**src/rtl/range_pkg.sv**
```systemverilog
// Types shared by the range-table scan reader and the range-table writer.
// Holds the entry layout, the default table geometry and the reader FSM states.
package range_pkg;

    localparam int SIZE_DEF  = 32;
    localparam int IDX_W_DEF = 5;

    typedef struct packed {
        logic [31:0] first;
        logic [31:0] last;
    } range_t;

    typedef enum logic [1:0] {
        ST_IDLE = 2'd0,
        ST_SCAN = 2'd1,
        ST_RESP = 2'd2
    } state_e;

endpackage

```
**src/rtl/range_cmp.sv**
```systemverilog
// Inclusive unsigned containment test: first <= addr <= last.
// An inverted entry (first > last) can never satisfy both bounds, so it never matches.
module range_cmp
    import range_pkg::*;
(
    input  logic [31:0] addr,
    input  range_t      rng,
    output logic        in_range
);

    always_comb begin
        in_range = (addr >= rng.first) && (addr <= rng.last);
    end

endmodule

```
**src/rtl/range_scan_reader.sv**
```systemverilog
// Looks up an address in a range table by scanning one entry per cycle from index 0,
// reporting the first entry whose inclusive bounds contain the address.
module range_scan_reader
    import range_pkg::*;
#(
    parameter int SIZE  = SIZE_DEF,
    parameter int IDX_W = IDX_W_DEF
) (
    input  logic             clk_i,
    input  logic             rst_ni,
    input  logic             flush_i,
    input  logic             req_valid_i,
    output logic             req_ready_o,
    input  logic [31:0]      req_addr_i,
    input  logic [IDX_W:0]   tbl_count_i,
    output logic [IDX_W-1:0] tbl_idx_o,
    input  logic [31:0]      tbl_first_i,
    input  logic [31:0]      tbl_last_i,
    output logic             rsp_valid_o,
    input  logic             rsp_ready_i,
    output logic             rsp_hit_o,
    output logic [IDX_W-1:0] rsp_idx_o,
    output logic [31:0]      rsp_first_o,
    output logic [31:0]      rsp_last_o
);

    localparam logic [IDX_W:0] SIZE_CNT = (IDX_W+1)'(SIZE);

    state_e           state;
    state_e           state_nxt;
    logic [IDX_W-1:0] idx;
    logic [31:0]      addr_q;
    logic [IDX_W:0]   cnt_q;
    logic [IDX_W:0]   cnt_clamp;
    range_t           entry;
    logic             in_range;
    logic             match;
    logic             scan_end;

    logic             rsp_hit_q;
    logic [IDX_W-1:0] rsp_idx_q;
    logic [31:0]      rsp_first_q;
    logic [31:0]      rsp_last_q;

    always_comb begin
        cnt_clamp = (tbl_count_i > SIZE_CNT) ? SIZE_CNT : tbl_count_i;
    end

    assign entry = '{first: tbl_first_i, last: tbl_last_i};

    range_cmp u_cmp (
        .addr     (addr_q),
        .rng      (entry),
        .in_range (in_range)
    );

    // An empty table still spends one SCAN cycle, so every miss answers after max(N,1) edges.
    always_comb begin
        match    = (state == ST_SCAN) && (cnt_q != '0) && in_range;
        scan_end = (({1'b0, idx} + (IDX_W+1)'(1)) >= cnt_q);
    end

    always_ff @(posedge clk_i) begin
        if (!rst_ni) begin
            state <= ST_IDLE;
        end else begin
            state <= state_nxt;
        end
    end

    always_comb begin
        state_nxt = state;
        case (state)
            ST_IDLE: if (req_valid_i)        state_nxt = ST_SCAN;
            ST_SCAN: if (match || scan_end)  state_nxt = ST_RESP;
            ST_RESP: if (rsp_ready_i)        state_nxt = ST_IDLE;
            default:                         state_nxt = ST_IDLE;
        endcase
        if (flush_i) begin
            state_nxt = ST_IDLE;
        end
    end

    always_comb begin
        req_ready_o = (state == ST_IDLE);
        rsp_valid_o = (state == ST_RESP);
        tbl_idx_o   = (state == ST_SCAN) ? idx : '0;
    end

    // Response registers are only non-zero while a hit is being presented.
    always_ff @(posedge clk_i) begin
        if (!rst_ni) begin
            idx         <= '0;
            addr_q      <= '0;
            cnt_q       <= '0;
            rsp_hit_q   <= 1'b0;
            rsp_idx_q   <= '0;
            rsp_first_q <= '0;
            rsp_last_q  <= '0;
        end else if (flush_i) begin
            idx         <= '0;
            rsp_hit_q   <= 1'b0;
            rsp_idx_q   <= '0;
            rsp_first_q <= '0;
            rsp_last_q  <= '0;
        end else begin
            case (state)
                ST_IDLE: begin
                    if (req_valid_i) begin
                        addr_q      <= req_addr_i;
                        cnt_q       <= cnt_clamp;
                        idx         <= '0;
                        rsp_hit_q   <= 1'b0;
                        rsp_idx_q   <= '0;
                        rsp_first_q <= '0;
                        rsp_last_q  <= '0;
                    end
                end
                ST_SCAN: begin
                    if (match) begin
                        rsp_hit_q   <= 1'b1;
                        rsp_idx_q   <= idx;
                        rsp_first_q <= tbl_first_i;
                        rsp_last_q  <= tbl_last_i;
                        idx         <= '0;
                    end else if (scan_end) begin
                        idx <= '0;
                    end else begin
                        idx <= idx + IDX_W'(1);
                    end
                end
                ST_RESP: begin
                    if (rsp_ready_i) begin
                        rsp_hit_q   <= 1'b0;
                        rsp_idx_q   <= '0;
                        rsp_first_q <= '0;
                        rsp_last_q  <= '0;
                    end
                end
                default: begin
                    idx <= '0;
                end
            endcase
        end
    end

    assign rsp_hit_o   = rsp_hit_q;
    assign rsp_idx_o   = rsp_idx_q;
    assign rsp_first_o = rsp_first_q;
    assign rsp_last_o  = rsp_last_q;

endmodule

```
**config.mk**
```make
export PLATFORM = sky130hd
export DESIGN_NAME = range_scan_reader
export DESIGN_NICKNAME = d
export VERILOG_FILES = /design/src/rtl/range_pkg.sv /design/src/rtl/range_cmp.sv /design/src/rtl/range_scan_reader.sv
export SDC_FILE = /design/constraint.sdc
export NUM_CORES = 1
export LEC_CHECK = 0
export BUFFER_PORTS_ARGS = -buffer_cell sky130_fd_sc_hd__buf_2
export CAP_MARGIN = 20
export CORE_ASPECT_RATIO = 2
export CORE_MARGIN = 2
export CORE_UTILIZATION = 40
export CTS_BUF_LIST = sky130_fd_sc_hd__clkbuf_4
export DETAILED_ROUTE_END_ITERATION = 7
export SKIP_CTS_REPAIR_TIMING = 1
export SKIP_LAST_GASP = 1
export SLEW_MARGIN = 20
export SYNTH_ARGS = -nofsm -noshare
export SYNTH_HDL_FRONTEND = slang
export SYNTH_SLANG_ARGS = --single-unit
export TNS_END_PERCENT = 5
```
**constraint.sdc**
```tcl
create_clock -name clk_i -period 4.6 [get_ports clk_i]
set_clock_uncertainty 0.1 [all_clocks]
set_input_delay 0.92 -clock clk_i [delete_from_list [all_inputs] [get_ports clk_i]]
set_output_delay 0.92 -clock clk_i [all_outputs]
set_load 0.005 [all_outputs]
```
==> results.tsv <==
metric	value	unit
total negative slack	0	ns
FF-to-FF End	state[1]	
GRT Total Usage	21.0	%
layout cells sized above 1	24.6	%
Critical path destination	state[1]	
clock latency on the worst-skew pair	0.52	ns
DR pass1 iterations	4	
min cycle time layout	3.24	ns
CP Buf/Inv Count	3	
Ys Warns	0	
Final WS setup	1.36	ns
Seq pwr share	52.1	%
Int Pwr	1.38	mW
crit path launch type	input pin	
Initial DRC Count	189	
FF-to-FF setup slack	1.55	ns
TritonCTS clock tree	done	
post-route ant nets	0	
r2r worst-path depth	9	
Area Growth Syn to Fin	22.1	%
Rows	64	
Post-synth EDFFs	0	
Cell variety after synth	46	
Die Span X	91.5	um
RSZ-0062 raised after global routing	no	
most common cell after layout, fill and taps aside	buf_2	
max_cap viols	0	
CTS root buf	clkbuf_4	
Worst R2R Start	addr_q[11]	
ys async rst share	0	%
grt total ovfl	0	
Sw Pwr	0.589	mW
WL/cell	14.7	um
Comb power frac	12.3	%
Max stage delay on crit path	0.63	ns
core area	15100	um^2
Net Sw Frac	29.9	%
Hold/Removal Path Class	reg2reg	
Port Buffer Count	183	
final hold vios	0	
DRC	0	
vias in the first global route	5564	
PD cells	264	nW/um^2
Vias	5777	
Die H	179	um
starting density of the core	40.4	%
Main synth FF type	dfxtp_1	
clock power share	35.6	%
global-route wire length before repair	27.4	mm
syn nets	948	
largest net degree at the start of global routing	71	
Fmax achieved	309	MHz
via/cell ratio	5.02	
most frequent cells in the layout	183 x buf_2, 158 x nand2_1, 115 x dfxtp_1	
CP Depth	11	
Slew Viols, Final	0	
worst-margin pin slew	0.994	ns
clock sinks	115	
Worst path top cell family by delay	compound AO/OA/AOI/OAI gates	
Synth Cell Area	6120	um^2
Post-Syn Instances	770	
Tcrit/Tclk final	70.4	%
nets@finish	1115	
Post-Syn Area per Cell	7.95	um^2
sequential element share of the synthesized area	37.6	%
CTS Buffer Depth	2	
Slew HR	33.6	%
CP max-delay cell	a211oi_4	
Max VDD drop	0.191	mV
post-place setup slack	0.801	ns
die area	16400	um^2
WL final	16.9	mm
critical path type	in2reg	
Worst Setup End Kind	flop	
P_leak	3.54	nW
number of antenna violations at the first check in global routing	2	
CP arrival	3.59	ns
total CTS buffers	17	
cell chain of the critical path	buf_2 -> inv_1 -> ha_1 -> nand4_1 -> or3_1 -> nor4b_2 -> a31oi_1 -> a211oi_4 -> buf_12 -> o21ai_2 -> a21oi_2	
GP Congestion	0.807	
register bit count reported by yosys	115	
status	complete, no violations	
Critical Path Start	tbl_last_i[11]	
HPWL Detailed	12.4	mm
I/O Pins	184	
Hold WS	0.359	ns
Req. time, crit path	4.95	ns
clock transition at the registers of the reported paths	0.12	ns
CP max FO	61	
final setup fails	0	
Max H-tree Level	4	
==> Yosys cell counts (2+ instances only) <==
cell        n  area (um^2)
nand2_1   158          593
dfxtp_1   115         2300
o21ai_0    76          380
nand3_1    75          375
inv_1      72          270
ha_1       71          888
a21boi_0   38          285
clkbuf_1   27          101
a21oi_1    25          125
nand4_1    15         93.8
nor2_1     10         37.5
a21o_1      7         52.6
buf_1       7         26.3
nand2b_1    7         43.8
buf_4       6         45.0
and2_1      5         31.3
nand3b_1    5         37.5
a22o_1      4         35.0
nor2b_1     4         25.0
nor3_1      4         20.0
o21ai_1     4         20.0
nor4_1      3         18.8
or3_1       3         18.8
a211oi_1    2         15.0
a221oi_1    2         17.5
a31oi_1     2         12.5
buf_6       2         22.5
o31ai_1     2         15.0
xnor2_1     2         17.5
==> cells by family after synthesis <==
family,Yosys count,synth area share (%)
and+or+nand+nor,294,21.9
AOI/OAI and AO/OA,174,18.0
DFF,115,37.6
buffers and inverters,114,7.60
adders and majority gates,71,14.5
xor gates and xnor gates,2,0.286
==> layer usage <==
| metal | track usage [%] | vias up | part of all wire (%) |
|---|---|---|---|
| met2 | 36.4 | 161 | 50 |
| met3 | 4.96 | 15 | 5.5 |
| met1 | 25.2 | 2627 | 43 |
| li1 | - | 2974 | - |
| met4 | 7.32 | 0 | 1.4 |
| met5 | 0 | - | 0 |
==> sequential cells by signal, indices dropped and copies added, names as in the netlist <==
| register | count |
|---|---|
| rsp_first_o | 32 |
| rsp_last_o | 32 |
| idx | 5 |
| cnt_q | 6 |
| rsp_idx_o | 5 |
| rsp_hit_o | 1 |
| state | 2 |
| addr_q | 32 |
==> power groups by stage <==
stage               combinational, mW  clock (mW)  sequential, mW
finish                          0.242       0.702            1.03
global route                    0.277       0.770            1.03
CTS                             0.245       0.726            1.03
detailed placement              0.243           0            1.05
global placement                0.238           0            1.05
floorplan                       0.139           0            1.04
==> through the flow <==
step	std cells	total power, mW	util (%)	area [um^2]
floorplan	770	1.18	-	6120
global placement	1116	1.29	47.6	7200
detailed placement	1116	1.29	47.6	7200
CTS	1148	2.00	49.3	7470
global route	1150	2.08	49.4	7470
finish	1150	1.97	49.4	7470
==> final cells by class <==
class / instances / area (um^2)
diodes: 2 / 5.00
clock buffers: 17 / 128
clock inverters: 15 / 136
fillers: 1582 / 7660
inverters: 72 / 270
multi-input cells: 541 / 3380
flip-flops and latches: 115 / 2300
well taps: 198 / 248
repair buffers: 190 / 1010
==> worst register-to-register path, cell delays in order, from the launching register on <==
cell      delay, ns
dfxtp_1        0.35
ha_1           0.31
nand4_1        0.15
or3_1          0.47
nor4b_2        0.29
a31oi_1        0.11
a211oi_4       0.63
buf_12         0.31
o21ai_2        0.12
a21oi_2        0.15
==> worst min-delay path by stage <==
stage / start / to / slack [ns] / cells past startpoint
floorplan: addr_q[0] / addr_q[0] / 0.34 / 2
global placement: rsp_first_o[31] / rsp_first_o[31] / 0.33 / 2
detailed placement: rsp_first_o[31] / rsp_first_o[31] / 0.35 / 2
CTS: rsp_last_o[27] / rsp_last_o[27] / 0.37 / 2
global route: rsp_last_o[25] / rsp_last_o[25] / 0.38 / 2
finish: rsp_first_o[24] / rsp_first_o[24] / 0.36 / 2
Power figures use the tool's default switching activity.
